`config.mk`:
```
export PLATFORM = sky130hd
export DESIGN_NAME = score_bcd_accum_flat
export DESIGN_NICKNAME = d
export VERILOG_FILES = /design/src/rtl/score_bcd_accum_pkg.sv /design/src/rtl/score_bcd_accum_if.sv /design/src/rtl/score_bcd_accum_digit_add.sv /design/src/rtl/score_bcd_accum.sv /design/src/flat_wrapper.sv
export SDC_FILE = /design/constraint.sdc
export NUM_CORES = 1
export LEC_CHECK = 0
export BUFFER_PORTS_ARGS = -buffer_cell sky130_fd_sc_hd__buf_2
export CAP_MARGIN = 0
export CORE_MARGIN = 8
export CORE_UTILIZATION = 56
export CTS_CLUSTER_DIAMETER = 80
export DETAILED_ROUTE_END_ITERATION = 6
export PLACE_DENSITY_LB_ADDON = 0.12
export SLEW_MARGIN = 20
export SYNTH_ARGS = -nofsm -noshare
export SYNTH_HDL_FRONTEND = slang
export SYNTH_SLANG_ARGS = --single-unit
```
`constraint.sdc`:
```
create_clock -name clk -period 4.95 [get_ports clk]
set_clock_uncertainty 0.2 [all_clocks]
set_input_delay 0.99 -clock clk [delete_from_list [all_inputs] [get_ports clk]]
set_output_delay 0.99 -clock clk [all_outputs]
set_load 0.03 [all_outputs]
```
`src/rtl/score_bcd_accum_pkg.sv`:
```
// Shared event codes, BCD point values and FSM encoding for the score keeper.
// Pure definitions and helpers; no state.
package pacman_score_pkg;

  typedef enum logic [1:0] {
    EV_PELLET = 2'b00,
    EV_POWER  = 2'b01,
    EV_GHOST  = 2'b10,
    EV_FRUIT  = 2'b11
  } ev_t;

  typedef enum logic [1:0] {
    ST_IDLE   = 2'd0,
    ST_ADD    = 2'd1,
    ST_COMMIT = 2'd2
  } state_t;

  localparam logic [15:0] PTS_PELLET     = 16'h0010;
  localparam logic [15:0] PTS_POWER      = 16'h0050;
  localparam logic [15:0] PTS_FRUIT      = 16'h0100;
  localparam logic [15:0] PTS_GHOST_BASE = 16'h0200;
  localparam logic [15:0] SCORE_MAX      = 16'h9999;

  // Ghost value is 200 << combo, kept pre-converted to BCD.
  function automatic logic [15:0] event_pts(ev_t ev, logic [1:0] combo);
    logic [15:0] pts;
    pts = PTS_PELLET;
    case (ev)
      EV_PELLET: pts = PTS_PELLET;
      EV_POWER:  pts = PTS_POWER;
      EV_FRUIT:  pts = PTS_FRUIT;
      EV_GHOST: begin
        case (combo)
          2'd0:    pts = PTS_GHOST_BASE;
          2'd1:    pts = 16'h0400;
          2'd2:    pts = 16'h0800;
          default: pts = 16'h1600;
        endcase
      end
      default:   pts = PTS_PELLET;
    endcase
    return pts;
  endfunction

  function automatic logic bcd_gt(logic [15:0] a, logic [15:0] b);
    for (int d = 3; d >= 0; d--) begin
      if (a[d*4 +: 4] > b[d*4 +: 4]) return 1'b1;
      if (a[d*4 +: 4] < b[d*4 +: 4]) return 1'b0;
    end
    return 1'b0;
  endfunction

endpackage

```
`src/rtl/score_bcd_accum_if.sv`:
```
// Event handshake from gameCtl plus the score buses toward the seg display.
// master = gameCtl/display side, slave = score_bcd_accum.
interface score_bcd_accum_if;
  logic        clear;
  logic        event_valid;
  logic [1:0]  event_type;
  logic        event_ready;
  logic [15:0] score;
  logic        score_upd;
  logic [15:0] hi_score;

  modport master (
    output clear, event_valid, event_type,
    input  event_ready, score, score_upd, hi_score
  );

  modport slave (
    input  clear, event_valid, event_type,
    output event_ready, score, score_upd, hi_score
  );
endinterface

```
`src/rtl/score_bcd_accum_digit_add.sv`:
```
// Single BCD digit adder: a + b + cin, decimal-corrected. Purely combinational.
module bcd_digit_add (
  input  logic [3:0] a,
  input  logic [3:0] b,
  input  logic       cin,
  output logic [3:0] sum,
  output logic       cout
);
  logic [4:0] raw;

  assign raw  = {1'b0, a} + {1'b0, b} + {4'b0, cin};
  assign cout = (raw > 5'd9);
  assign sum  = cout ? 4'(raw - 5'd10) : raw[3:0];
endmodule

```
`src/rtl/score_bcd_accum.sv`:
```
// BCD score accumulator: accepts an event in IDLE, adds one digit per cycle, commits 5 edges later.
// event_ready is low while busy or while clear is asserted; high score register only with SCORE_HISCORE_EN.
module score_bcd_accum
  import pacman_score_pkg::*;
#(
  parameter int DIGITS    = 4,
  parameter int COMBO_MAX = 3
) (
  input  logic                clk,
  input  logic                reset,
  score_bcd_accum_if.slave    bus
);
  localparam int W  = 4 * DIGITS;
  localparam int IW = $clog2(DIGITS);
  localparam int CW = $clog2(COMBO_MAX + 1);

  state_t          state;
  logic [W-1:0]    score_q;
  logic [W-1:0]    work_q;
  logic [W-1:0]    addend_q;
  logic [IW-1:0]   idx_q;
  logic            carry_q;
  logic [CW-1:0]   combo_q;
  logic            upd_q;

  ev_t             ev;
  logic [3:0]      w_dig;
  logic [3:0]      a_dig;
  logic [3:0]      dig_sum;
  logic            dig_cout;
  logic [W-1:0]    commit_val;

  assign ev    = ev_t'(bus.event_type);
  assign w_dig = work_q[{idx_q, 2'b00} +: 4];
  assign a_dig = addend_q[{idx_q, 2'b00} +: 4];

  // One adder, walked across the digits LSD first.
  bcd_digit_add u_digit_add (
    .a    (w_dig),
    .b    (a_dig),
    .cin  (carry_q),
    .sum  (dig_sum),
    .cout (dig_cout)
  );

  // Carry out of the MSD, or an already-full score, pins the result at 9999.
  assign commit_val = (carry_q || score_q == SCORE_MAX) ? SCORE_MAX : work_q;

  assign bus.event_ready = (state == ST_IDLE) && !bus.clear;
  assign bus.score       = score_q;
  assign bus.score_upd   = upd_q;

  always_ff @(posedge clk) begin
    if (reset) begin
      state    <= ST_IDLE;
      score_q  <= '0;
      work_q   <= '0;
      addend_q <= '0;
      idx_q    <= '0;
      carry_q  <= 1'b0;
      combo_q  <= '0;
      upd_q    <= 1'b0;
    end else if (bus.clear) begin
      state   <= ST_IDLE;
      score_q <= '0;
      combo_q <= '0;
      idx_q   <= '0;
      carry_q <= 1'b0;
      upd_q   <= 1'b0;
    end else begin
      upd_q <= 1'b0;
      case (state)
        ST_IDLE: begin
          if (bus.event_valid) begin
            addend_q <= event_pts(ev, 2'(combo_q));
            work_q   <= score_q;
            idx_q    <= '0;
            carry_q  <= 1'b0;
            state    <= ST_ADD;
            case (ev)
              EV_POWER: combo_q <= '0;
              EV_GHOST: if (int'(combo_q) < COMBO_MAX) combo_q <= combo_q + 1'b1;
              default:  ;
            endcase
          end
        end
        ST_ADD: begin
          work_q[{idx_q, 2'b00} +: 4] <= dig_sum;
          carry_q <= dig_cout;
          idx_q   <= idx_q + 1'b1;
          if (idx_q == IW'(DIGITS - 1)) state <= ST_COMMIT;
        end
        ST_COMMIT: begin
          score_q <= commit_val;
          upd_q   <= 1'b1;
          state   <= ST_IDLE;
        end
        default: state <= ST_IDLE;
      endcase
    end
  end

`ifdef SCORE_HISCORE_EN
  logic [W-1:0] hi_q;

  always_ff @(posedge clk) begin
    if (reset) begin
      hi_q <= '0;
    end else if (!bus.clear && state == ST_COMMIT && bcd_gt(commit_val, hi_q)) begin
      hi_q <= commit_val;
    end
  end

  assign bus.hi_score = hi_q;
`else
  assign bus.hi_score = '0;
`endif

endmodule

```
`src/flat_wrapper.sv`:
```
// flat-port wrapper written by rule: the top's interface ports become plain ports
module score_bcd_accum_flat import pacman_score_pkg::*;
#(
  parameter int DIGITS    = 4,
  parameter int COMBO_MAX = 3
)
  (clk, reset, bus_clear, bus_event_valid, bus_event_type, bus_event_ready, bus_score, bus_score_upd, bus_hi_score);
  score_bcd_accum_if bus_i ();
  input  logic clk;
  input  logic reset;
  input wire logic [$bits(bus_i.clear)-1:0] bus_clear;
  input wire logic [$bits(bus_i.event_valid)-1:0] bus_event_valid;
  input wire logic [$bits(bus_i.event_type)-1:0] bus_event_type;
  output wire logic [$bits(bus_i.event_ready)-1:0] bus_event_ready;
  output wire logic [$bits(bus_i.score)-1:0] bus_score;
  output wire logic [$bits(bus_i.score_upd)-1:0] bus_score_upd;
  output wire logic [$bits(bus_i.hi_score)-1:0] bus_hi_score;
  assign bus_i.clear = bus_clear;
  assign bus_i.event_valid = bus_event_valid;
  assign bus_i.event_type = bus_event_type;
  assign bus_event_ready = bus_i.event_ready;
  assign bus_score = bus_i.score;
  assign bus_score_upd = bus_i.score_upd;
  assign bus_hi_score = bus_i.hi_score;
  score_bcd_accum #(.DIGITS(DIGITS), .COMBO_MAX(COMBO_MAX)) u_core (.clk(clk), .reset(reset), .bus(bus_i));
endmodule
```
== Word-level counts from Yosys, hierarchy flattened ==
Index checks and enable logic that the tools add are counted.

* Register bits after elaboration: 56
* Bits of input ports: 6
* Output and inout bits: 34
* Logic and storage cells: 64

* $add $sub $neg: 6
* Order comparisons: 2
* Equal/unequal tests: 12
* Shifts and indexed selects: 4
* Muxes and demuxes: 17
* Bitwise logic cells: 1
* Reductions and logical operators: 14

{| class="wikitable"
|+ Operators by type and width
! operator !! count
|-
| $pmux 16 s4 || 1
|-
| $pmux 13 s3 || 1
|-
| $mux 16 || 2
|-
| $pmux 16 s2 || 1
|-
| $shiftx 16x5->4 || 2
|-
| $bwmux 16 || 1
|-
| $eq 16x16->1 const B || 1
|-
| $shift 4x6->16 const A || 1
|-
| $shiftx 4x6->16 || 1
|-
| $pmux 2 s2 || 3
|-
| $eq 2x2->1 const B || 5
|-
| $mux 2 || 4
|-
| $eq 2x1->1 const B || 3
|-
| $logic_not 2->1 || 3
|-
| $neg 4->6 || 1
|-
| $reduce_and 3->1 || 2
|-
| $add 4x4->5 || 1
|-
| $add 5x1->5 || 1
|-
| $gt 5x4->1 const B || 1
|-
| $add 2x1->2 const B || 2
|-
| $mux 4 || 1
|-
| $ne 2x1->1 const B || 2
|-
| $reduce_and 2->1 || 2
|-
| $reduce_and 4->1 || 1
|-
| 11 further kinds || 13
|}

== Longest topological paths before layout ==
Gate-level depths: netlist of the first run.

* Word-level depth: 8
* Depth in mapped cells: 15
* Mapped depth without buffers: 14

== Hierarchy ==
Synthesis of the first run repeated with hierarchy kept, for this count alone.

* Cells, all modules: 291
* Area, all modules: 2631.3 um^2

{| class="wikitable"
|+ Modules (own cells, without submodules)
! module !! times used !! cells each !! area an instance (um^2) !! seq. area each (um^2)
|-
| score_bcd_accum || 1 || 269 || 2419.8 || 940.9
|-
| bcd_digit_add || 1 || 22 || 211.5 || 0.0
|}

== Least setup slack after synthesis of the first run ==
Ideal clock, no wire load.

* Path kind: register to register
* Start point: reg u_core.idx_q[0]
* End point: reg u_core.work_q[14]
* Setup time: 86 ps
* Arrival: 3605 ps
* Required time: 4664 ps
* Path slack: 1060 ps
* Stages on the path, launching flop included: 13
* Buffers on the path: 1
* Clock period less this slack: 3890 ps
* Path through: dfxtp_1 > buf_2 > mux4_2 > fa_1 > fa_1 > xnor2_1 > ha_1 > nor2b_1 > a31o_1 > o31ai_4 > mux2i_1 > a22oi_1 > a211oi_1

* Cells in the longest elaborated chain, start to end: 8
* Elaborated cells between the ends (all ways): 12
* Those cells by class: add/sub (4); order compare (1); shift (4); mux (3)

{| class="wikitable"
|+ RTL lines
! item !! line !! source
|-
| start, declared || score_bcd_accum.sv:21 || <nowiki>logic [IW-1:0] idx_q;</nowiki>
|-
| start signal, assigned || score_bcd_accum.sv:90 || <nowiki>idx_q <= idx_q + 1'b1;</nowiki>
|-
| $shiftx 16x5->4, on equally long branches || score_bcd_accum.sv:34, score_bcd_accum.sv:35 ||
|-
| $add 4x4->5 || score_bcd_accum_digit_add.sv:11 || <nowiki>assign raw = {1'b0, a} + {1'b0, b} + {4'b0, cin};</nowiki>
|-
| $add 5x1->5 || score_bcd_accum_digit_add.sv:11 ||
|-
| $sub 4x4->4 or $gt 5x4->1 (tied branches) || score_bcd_accum_digit_add.sv:13, score_bcd_accum_digit_add.sv:12 ||
|-
| $mux 4 || score_bcd_accum_digit_add.sv:13 || <nowiki>assign sum = cout ? 4'(raw - 5'd10) : raw[3:0];</nowiki>
|-
| $shiftx 4x6->16 || score_bcd_accum.sv:88 || <nowiki>work_q[{idx_q, 2'b00} +: 4] <= dig_sum;</nowiki>
|-
| $bwmux 16 * || score_bcd_accum.sv:88 ||
|-
| $pmux 16 s2 * || score_bcd_accum.sv:72 || <nowiki>case (state)</nowiki>
|-
| end signal, assigned || score_bcd_accum.sv:76 || <nowiki>work_q <= score_q;</nowiki>
|-
| end signal, assigned by index || score_bcd_accum.sv:88 ||
|-
| end, declared || score_bcd_accum.sv:19 || <nowiki>logic [W-1:0] work_q;</nowiki>
|}

Mark *: on every way between the ends. The rest lies on a longest branch, timed or not.
A chain may end at the register's enable or synchronous reset.

== Worst setup path after layout of the first run ==
* Start point: reg u_core.idx_q[1]
* End point: reg u_core.work_q[14]

The elaborated chain is that of the path after synthesis.

==> impl_metrics.json, run 1 <==
{
  "cts.sinks": 47,
  "diodes": 0,
  "path_clk_slew_ns": 0.09,
  "final_cell_area_um2": 2710,
  "synth_compound_area_share_pct": 24.4,
  "grt_setup_unrepaired": "no",
  "root_buffer": "clkbuf_8",
  "routed-via-count": 2159,
  "multiInputGateArea_um2": 1430,
  "fill_cells": 392,
  "cts_setup_buffers": 0,
  "start_kind": "flip-flop",
  "period_minus_slack_ns": 4.07,
  "placed_area_um2": 2580,
  "intPower_w": 0.000616,
  "synthMuxAreaShare_pct": 4.38,
  "cp_max_fo": 11,
  "synthXorXnorAreaFrac_pct": 0.697,
  "antenna_left": 0,
  "grt_first_pass_wirelength_um": 10800,
  "final_common_cell": "dfxtp_1",
  "grt.total_usage_pct": 18.7,
  "syn_to_final_growth_pct": 7.97,
  "p_leak_nw": 1.03,
  "start_util_pct": 57.7,
  "hold-path-cell-count": 2,
  "worstPathArrival_ns": 4.09,
  "final_cell_mix": "47 x dfxtp_1, 39 x nor2_1, 23 x buf_2",
  "ff_latch_area_um2": 941,
  "fmax_ghz": 0.246,
  "holdBufCountCts": 0,
  "yosys.cell_types.count": 43,
  "fp.coreArea_um2": 4350,
  "p_switching_w": 0.000206,
  "io-pin-count": 40,
  "drive_gt1_share_pct": 16.2,
  "grt_max_degree": 26,
  "ir_worst_vdd_mv": 0.169,
  "setup_viol": 0,
  "ys_warn_count": 0,
  "swShare_pct": 25.0,
  "clock_latency_ns": 0.30,
  "synth_seq_area_share_pct": 37.5,
  "drtIter0Drc": 189,
  "total_power_w": 0.000821,
  "wire_per_inst_um": 18.3,
  "h-tree-depth": 2,
  "tightest_slew_ns": 0.814,
  "synth_top_family_by_area": "compound AO/OA/AOI/OAI gates",
  "die-area_um2": 6890,
  "slew_headroom_pct": 45.2,
  "synthCells": 279,
  "clockBufferDepth": 2,
  "numCtsBuffers": 5,
  "fin_crit_sh_pct": 82.2,
  "die_height_um": 83.0,
  "die_w_um": 83.0,
  "min_path_type": "reg2reg",
  "post_cts_resized": 0,
  "nets": 315,
  "comb_power_share_pct": 11.0,
  "place_congestion": 0.927,
  "synth_simple_gate_area_share_pct": 17.4,
  "syn_area_um2": 2510,
  "antenna_found_initial": 0,
  "core.rowCount": 24,
  "synth_area_per_cell_um2": 9.01,
  "hold_violations": 0,
  "seqPwrFrac_pct": 48.5,
  "ys_seq_elements": 47,
  "dr.pass1.iters": 4,
  "drv_slew": 0,
  "required_ns": 4.97,
  "max-cap-violations": 0,
  "dp_hpwl_um": 4760,
  "via_per_inst": 6.20,
  "outcome": "finished, final reports clean",
  "wl_um": 6370,
  "drc_errors": 0,
  "cts_tree": "yes",
  "power_frac_clock_pct": 40.5,
  "synth_fa_ha_area_share_pct": 7.57,
  "crit_type": "reg2reg",
  "p_per_area_nw_per_um2": 303,
  "setup_tns_ns": 0,
  "ff2ff_path_depth": 11,
  "portBuffers": 23,
  "grt_pass1_vias": 2112,
  "endpoint_kind": "flip-flop",
  "overflow": 0
}
critical path, stage by stage, from the launching register on:
cell	delay, ns
dfxtp_1	0.59
mux4_2	0.39
fa_1	0.44
fa_1	0.42
xnor2_1	0.20
ha_1	0.25
nor2b_1	0.15
a31o_1	0.24
o31ai_4	0.32
mux2i_1	0.40
a22oi_1	0.12
a211oi_1	0.26
sequential cells by signal, summed over array words and instances, names as in the netlist:
register / cells
u_core.work_q: 16
u_core.idx_q: 2
u_core.state: 2
u_core.bus.score: 16
u_core.addend_q: 7
u_core.bus.score_upd: 1
u_core.combo_q: 2
u_core.carry_q: 1
metal layers:
layer | track usage (%) | up-vias | part of all wire [%]
li1 | - | 1025 | -
met1 | 24.0 | 1006 | 42
met2 | 28.4 | 120 | 45
met3 | 5.76 | 8 | 11
met4 | 7.83 | 0 | 1.5
met5 | 0 | - | 0
logic make-up (layout without fill, tap and decap cells):
logic type,after synthesis,after routing
and+or+nand+nor,93,93
adders and majority gates,14,14
buffers and inverters,36,38
other,1,16
AOI/OAI and AO/OA,80,80
DFF,47,47
xor gates and xnor gates,2,2
muxes,6,6
synthesized netlist by cell type:
master      n  area [um^2]
mux4_2      4         90.1
nand4b_1    2         17.5
dfxtp_1    47          941
o21bai_1    1         7.51
inv_1       6         22.5
or3_1       3         18.8
clkbuf_1   10         37.5
buf_4      16          120
nor4bb_1    1         10.0
ha_1       12          150
a21oi_2     1         8.76
nor4_1      2         12.5
nor2_1     39          146
buf_1       1         3.75
a21o_2      1         8.76
a21oi_1    15         75.1
mux2i_1     2         20.0
nor2b_1     6         37.5
and3_1      4         25.0
a2111oi_1   1         10.0
o211ai_1    1         7.51
a22o_1      1         8.76
or2_2       1         6.26
o221a_2     8         90.1
xnor2_1     2         17.5
nand2_1    20         75.1
a31o_1      1         8.76
o31ai_4     1         21.3
or2_1       1         6.26
buf_2       3         15.0
nand2b_1    6         37.5
a22oi_1    22          165
conb_1      1         3.75
nand3_1     5         25.0
nor3_1      2         10.0
a211oi_1   14          105
o21ai_0     6         30.0
a311o_1     1         10.0
and4b_1     1         10.0
a311oi_1    4         35.0
a311oi_2    1         15.0
fa_1        2         40.0
o22ai_1     1         6.26
through the flow:
| step | hold slack [ns] | cells | utilization [%] | setup slack (ns) |
|---|---|---|---|---|
| 2_1_floorplan | 0.228 | 294 | - | 1.06 |
| 3_3_place_gp | 0.240 | 340 | 59.3 | 1.12 |
| 3_5_place_dp | 0.244 | 340 | 59.3 | 0.935 |
| 4_1_cts | 0.256 | 348 | 62.3 | 0.900 |
| 5_1_grt | 0.274 | 348 | 62.3 | 0.649 |
| 6_report | 0.261 | 348 | 62.3 | 0.881 |
layout make-up:
cell class	count	share of cell area, %
multi-input cells	211	52.7
flip-flops and latches	47	34.7
repair buffers	24	4.52
clock buffers	6	2.68
well taps	52	2.40
clock inverters	2	2.21
inverters	6	0.830
power groups by stage:
stage	Combinational (W)	Clock [W]	Sequential, W
after global placement	0.0000858	0	0.000408
after floorplan	0.0000822	0	0.000402
after CTS	0.0000888	0.000334	0.000398
after detailed placement	0.0000884	0	0.000407
final	0.0000905	0.000332	0.000399
after global routing	0.0000998	0.000353	0.000400
final timing paths:
kind,slack [ns],to,start
max,0.88,u_core.work_q[14],u_core.idx_q[1]
min,0.26,u_core.addend_q[12],u_core.addend_q[12]
max reg2reg,0.88,u_core.work_q[14],u_core.idx_q[1]
min reg2reg,0.26,u_core.addend_q[12],u_core.addend_q[12]
(Power assumes the default switching activity.)
==> inputs of run 2 (changes only) <==
- ABC_AREA: default -> 1
- CORE_UTILIZATION: 56 -> 51
- clock period: 4.95 -> 3.7 ns (I/O delays scaled with it)
==> impl_metrics.json, run 2 <==
{
  "p_per_area_nw_per_um2": 345,
  "start_util_pct": 52.9,
  "grt_max_degree": 20,
  "place_congestion": 0.957,
  "die-area_um2": 7880,
  "yosys.cell_types.count": 30,
  "synth_commonest_cells": "57 x a21oi_1, 47 x dfxtp_1, 45 x inv_1",
  "dp_hpwl_um": 5410,
  "diodes": 0,
  "crit_type": "reg2reg",
  "numCtsBuffers": 5,
  "fin_crit_sh_pct": 88.9,
  "io-pin-count": 40,
  "root_buffer": "clkbuf_8",
  "drv_slew": 0,
  "final_cell_mix": "57 x a21oi_1, 45 x inv_1, 45 x dfxtp_1",
  "async_flop_share_pct": 0,
  "antenna_left": 0,
  "clockBufferDepth": 2,
  "netlist.area_leader.share_pct": 34.8,
  "grt_setup_unrepaired": "no",
  "grt.total_usage_pct": 18.7,
  "placed_area_um2": 2820,
  "ys_warn_count": 0,
  "worstPathArrival_ns": 3.32,
  "ys_seq_elements": 47,
  "ir_worst_vdd_mv": 0.139,
  "die_height_um": 88.8,
  "fill_cells": 544,
  "synth.largest_area_cell": "dfxtp_1",
  "drtIter0Drc": 179,
  "setup_slack_ns": 0.409,
  "yosys.cell_count.top_type": "a21oi_1",
  "synth_seq_area_share_pct": 34.8,
  "final_cell_area_um2": 2910,
  "die_w_um": 88.8,
  "period_minus_slack_ns": 3.29,
  "fp.coreArea_um2": 5110,
  "clock_latency_ns": 0.30,
  "grt_first_pass_wirelength_um": 11400,
  "syn_area_um2": 2700,
  "total_power_w": 0.00100,
  "wire_per_inst_um": 14.9,
  "start_kind": "flip-flop",
  "overflow": 0,
  "setup_tns_ns": 0,
  "cts.sinks": 47,
  "synth_area_per_cell_um2": 7.25,
  "synthTopCellsByArea": "dfxtp_1 35%, a21oi_1 11%, o21ai_0 6.9%, inv_1 6.3%, nand2_1 5.8%",
  "wl_um": 6940,
  "synthFlopType": "dfxtp_1",
  "required_ns": 3.73,
  "drive_gt1_share_pct": 13.9,
  "via_per_inst": 5.23,
  "hold_violations": 0,
  "synthCells": 373,
  "path_clk_slew_ns": 0.09,
  "routed-via-count": 2439,
  "max-cap-violations": 0,
  "outcome": "finished, final reports clean",
  "setup_viol": 0,
  "antenna_found_initial": 0,
  "core.rowCount": 26,
  "tightest_slew_ns": 0.637,
  "slew_headroom_pct": 57.2,
  "dr.pass1.iters": 4,
  "portBuffers": 23,
  "holdBufCountCts": 0,
  "final_common_cell": "a21oi_1",
  "cp_max_fo": 11,
  "nets": 415,
  "drc_errors": 0,
  "h-tree-depth": 2,
  "syn_to_final_growth_pct": 7.55,
  "fmax_ghz": 0.304,
  "endpoint_kind": "flip-flop",
  "min_path_type": "reg2reg",
  "p_leak_nw": 1.29,
  "synth_edf_count": 0,
  "cts_tree": "yes",
  "grt_pass1_vias": 2273,
  "place_ws_ns": 0.258
}
[run 2: changes by cell type after synthesis, moves of 10 or more]
cell | before | now
nand3_1 | 5 | 15
o21ai_0 | 6 | 37
a22oi_1 | 22 | 1
a21oi_1 | 15 | 57
inv_1 | 6 | 45
nand2_1 | 20 | 42
a211oi_1 | 14 | 3
[run 2: per-layer routing]
metal / track usage (%) / wire (um) / vias up
li1: - / - / 1262
met1: 23.9 / 3230 / 1100
met2: 30.6 / 3150 / 67
met3: 3.71 / 461 / 10
met4: 5.38 / 98 / 0
met5: 0 / 0 / -
[run 2: worst paths after layout]
| check | end | startpoint | depth (start not counted) | slack [ns] |
|---|---|---|---|---|
| min reg2reg | u_core.addend_q[9] | u_core.addend_q[9] | 2 | 0.28 |
| max | u_core.work_q[14] | u_core.idx_q[0] | 16 | 0.41 |
| max reg2reg | u_core.work_q[14] | u_core.idx_q[0] | 16 | 0.41 |
| min | u_core.addend_q[9] | u_core.addend_q[9] | 2 | 0.28 |
[run 2: through the flow]
stage | hold WS [ns] | util, % | instances
2_1_floorplan | 0.234 | - | 388
3_3_place_gp | 0.263 | 55.3 | 458
3_5_place_dp | 0.272 | 55.3 | 458
4_1_cts | 0.285 | 56.9 | 466
5_1_grt | 0.308 | 56.9 | 466
6_report | 0.280 | 56.9 | 466
[run 2: cell type report]
cell class              count  area [um^2]  area share (%)
multi-input cells         260         1440            49.7
flip-flops and latches     47          943            32.5
inverters                  54          205            7.06
repair buffers             27          145            4.99
well taps                  70         87.6            3.01
clock buffers               7         76.3            2.63
clock inverters             1         5.00           0.172
[run 2: cell families (layout without fill, tap and decap cells)]
group | count (synthesis) | in the layout | synth area share [%]
adder cells (fa/ha/maj) | 14 | 14 | 7.04
AND/OR/NAND/NOR | 112 | 112 | 19.7
AO/OA/AOI/OAI | 118 | 118 | 24.5
flip-flops | 47 | 47 | 34.8
other | 1 | 16 | 0.139
buffers and inverters | 81 | 89 | 13.8
[run 2: report_power, final]
part	leakage [nW]	switching [W]	internal, W
logic	0.866	0.000109	0.0000423
registers	0.383	0.0000164	0.000524
clock network	0.0422	0.000176	0.000133
[run 2: critical path, stage by stage, from the launching register on]
cell	delay (ns)
dfxtp_2	0.44
inv_1	0.15
o21ai_0	0.17
o22ai_1	0.10
fa_1	0.44
fa_1	0.54
inv_1	0.07
ha_1	0.19
inv_1	0.07
nor2_1	0.04
a21oi_1	0.11
nand2_1	0.09
nand2_1	0.12
nand2_1	0.06
nand2_1	0.16
nand4_1	0.11
a21oi_1	0.14
[run 2: repair_timing]
action                                 in CTS  in global routing
endpoints found under the hold margin       0                  0
buffers inserted                            0                  0
resized for setup                           0                  2
setup endpoints to repair                   0                 10
==> inputs of run 3 (changes only) <==
- CORE_ASPECT_RATIO: default -> 1.25
==> impl_metrics.json, run 3 (synthesis results as in run 2) <==
{
  "outcome": "finished, final reports clean",
  "ir_worst_vdd_mv": 0.268,
  "cts_tree": "yes",
  "dp_hpwl_um": 5610,
  "root_buffer": "clkbuf_8",
  "final_cell_mix": "57 x a21oi_1, 46 x dfxtp_1, 45 x inv_1",
  "clockBufferDepth": 2,
  "fin_crit_sh_pct": 90.8,
  "overflow": 0,
  "rrSetupSlack_ns": 0.34,
  "wl_um": 6980,
  "syn_to_final_growth_pct": 7.78,
  "tightest_slew_ns": 0.633,
  "dr.pass1.iters": 4,
  "hold-path-cell-count": 2,
  "grt_setup_unrepaired": "no",
  "min_path_type": "reg2reg",
  "die-area_um2": 7900,
  "setup_viol": 0,
  "drv_slew": 0,
  "endpoint_kind": "flip-flop",
  "io-pin-count": 40,
  "period_minus_slack_ns": 3.36,
  "setup_tns_ns": 0,
  "drc_errors": 0,
  "drtIter0Drc": 261,
  "cp_max_fo": 8,
  "wire_per_inst_um": 15.2,
  "final_common_cell": "a21oi_1",
  "start_kind": "flip-flop",
  "antenna_found_initial": 0,
  "start_util_pct": 53.2,
  "diodes": 0,
  "total_power_w": 0.00103,
  "worstPathArrival_ns": 3.40,
  "fmax_ghz": 0.298,
  "via_per_inst": 5.38,
  "max-cap-violations": 0,
  "fp.coreArea_um2": 5080,
  "holdBufCountCts": 0,
  "grt.total_usage_pct": 18.3,
  "p_leak_nw": 1.30,
  "routed-via-count": 2465,
  "slew_headroom_pct": 57.4,
  "ff2ff_path_depth": 17,
  "antenna_left": 0,
  "grt_pass1_vias": 2342,
  "core.rowCount": 29,
  "required_ns": 3.74,
  "numCtsBuffers": 5,
  "h-tree-depth": 2,
  "die_w_um": 81.1,
  "clock_latency_ns": 0.30,
  "die_height_um": 97.4,
  "hold_violations": 0,
  "grt_first_pass_wirelength_um": 11600,
  "drive_gt1_share_pct": 14.1,
  "place_congestion": 0.930,
  "crit_type": "reg2reg",
  "fill_cells": 526,
  "path_clk_slew_ns": 0.10,
  "cts.sinks": 47,
  "portBuffers": 23,
  "nets": 415,
  "grt_max_degree": 20,
  "p_per_area_nw_per_um2": 353
}
-- run 3: cell types whose count changed in the layout (fill, tap and decap cells not counted), sizes merged --
cell      previous run  this run
clkinvlp             0         1
clkbuf               7         6
-- run 3: power by group --
group	total (W)	internal (W)	switching, W
clock	0.000334	0.000153	0.000182
combinational	0.000153	0.0000426	0.000111
sequential	0.000541	0.000524	0.0000161
total	0.00103	0.000720	0.000309
-- run 3: worst paths after layout --
kind,startpoint,end
max reg2reg,u_core.idx_q[0],u_core.work_q[2]
min,u_core.addend_q[9],u_core.addend_q[9]
min reg2reg,u_core.addend_q[9],u_core.addend_q[9]
max,u_core.idx_q[0],u_core.work_q[2]
-- run 3: layout make-up --
type	count	area (um^2)	area share [%]
multi-input cells	260	1440	49.6
flip-flops and latches	47	942	32.3
inverters	54	205	7.04
repair buffers	27	145	4.98
clock buffers	6	82.6	2.84
well taps	62	77.6	2.66
clock inverters	2	16.3	0.558
-- run 3: per-layer routing --
| layer | up-vias | global-route usage [%] | part of all wire [%] |
|---|---|---|---|
| met5 | - | 0 | 0 |
| met4 | 0 | 7.45 | 2.8 |
| met3 | 16 | 3.24 | 7.1 |
| met2 | 69 | 30.9 | 49 |
| met1 | 1116 | 21.7 | 41 |
| li1 | 1264 | - | - |
-- run 3: per-stage QoR --
stage | utilization (%) | area (um^2) | hold WS, ns | instances | setup WS (ns)
final | 57.3 | 2910 | 0.278 | 458 | 0.341
after global routing | 57.3 | 2910 | 0.310 | 458 | 0.0646
after CTS | 57.3 | 2910 | 0.281 | 458 | 0.235
after detailed placement | 55.4 | 2810 | 0.264 | 450 | 0.270
after global placement | 55.4 | 2810 | 0.260 | 450 | 0.345
after floorplan | - | 2760 | 0.234 | 388 | 0.483
-- run 3: critical path: stages, from the launching register on --
cell	delay, ns
dfxtp_1	0.43
inv_1	0.17
o21ai_0	0.19
o22ai_1	0.11
fa_1	0.44
fa_1	0.40
nand2_1	0.10
nand2_1	0.10
ha_1	0.23
inv_1	0.08
nor2_1	0.04
a21oi_1	0.12
nand2_1	0.10
nand2_1	0.13
nand2_1	0.06
nand2_1	0.16
nand2_1	0.08
a21oi_1	0.16
-- run 3: timing repair --
item	in CTS	in global routing
setup buffers	0	0
endpoints found under the setup margin	0	10
gates resized for setup	0	1
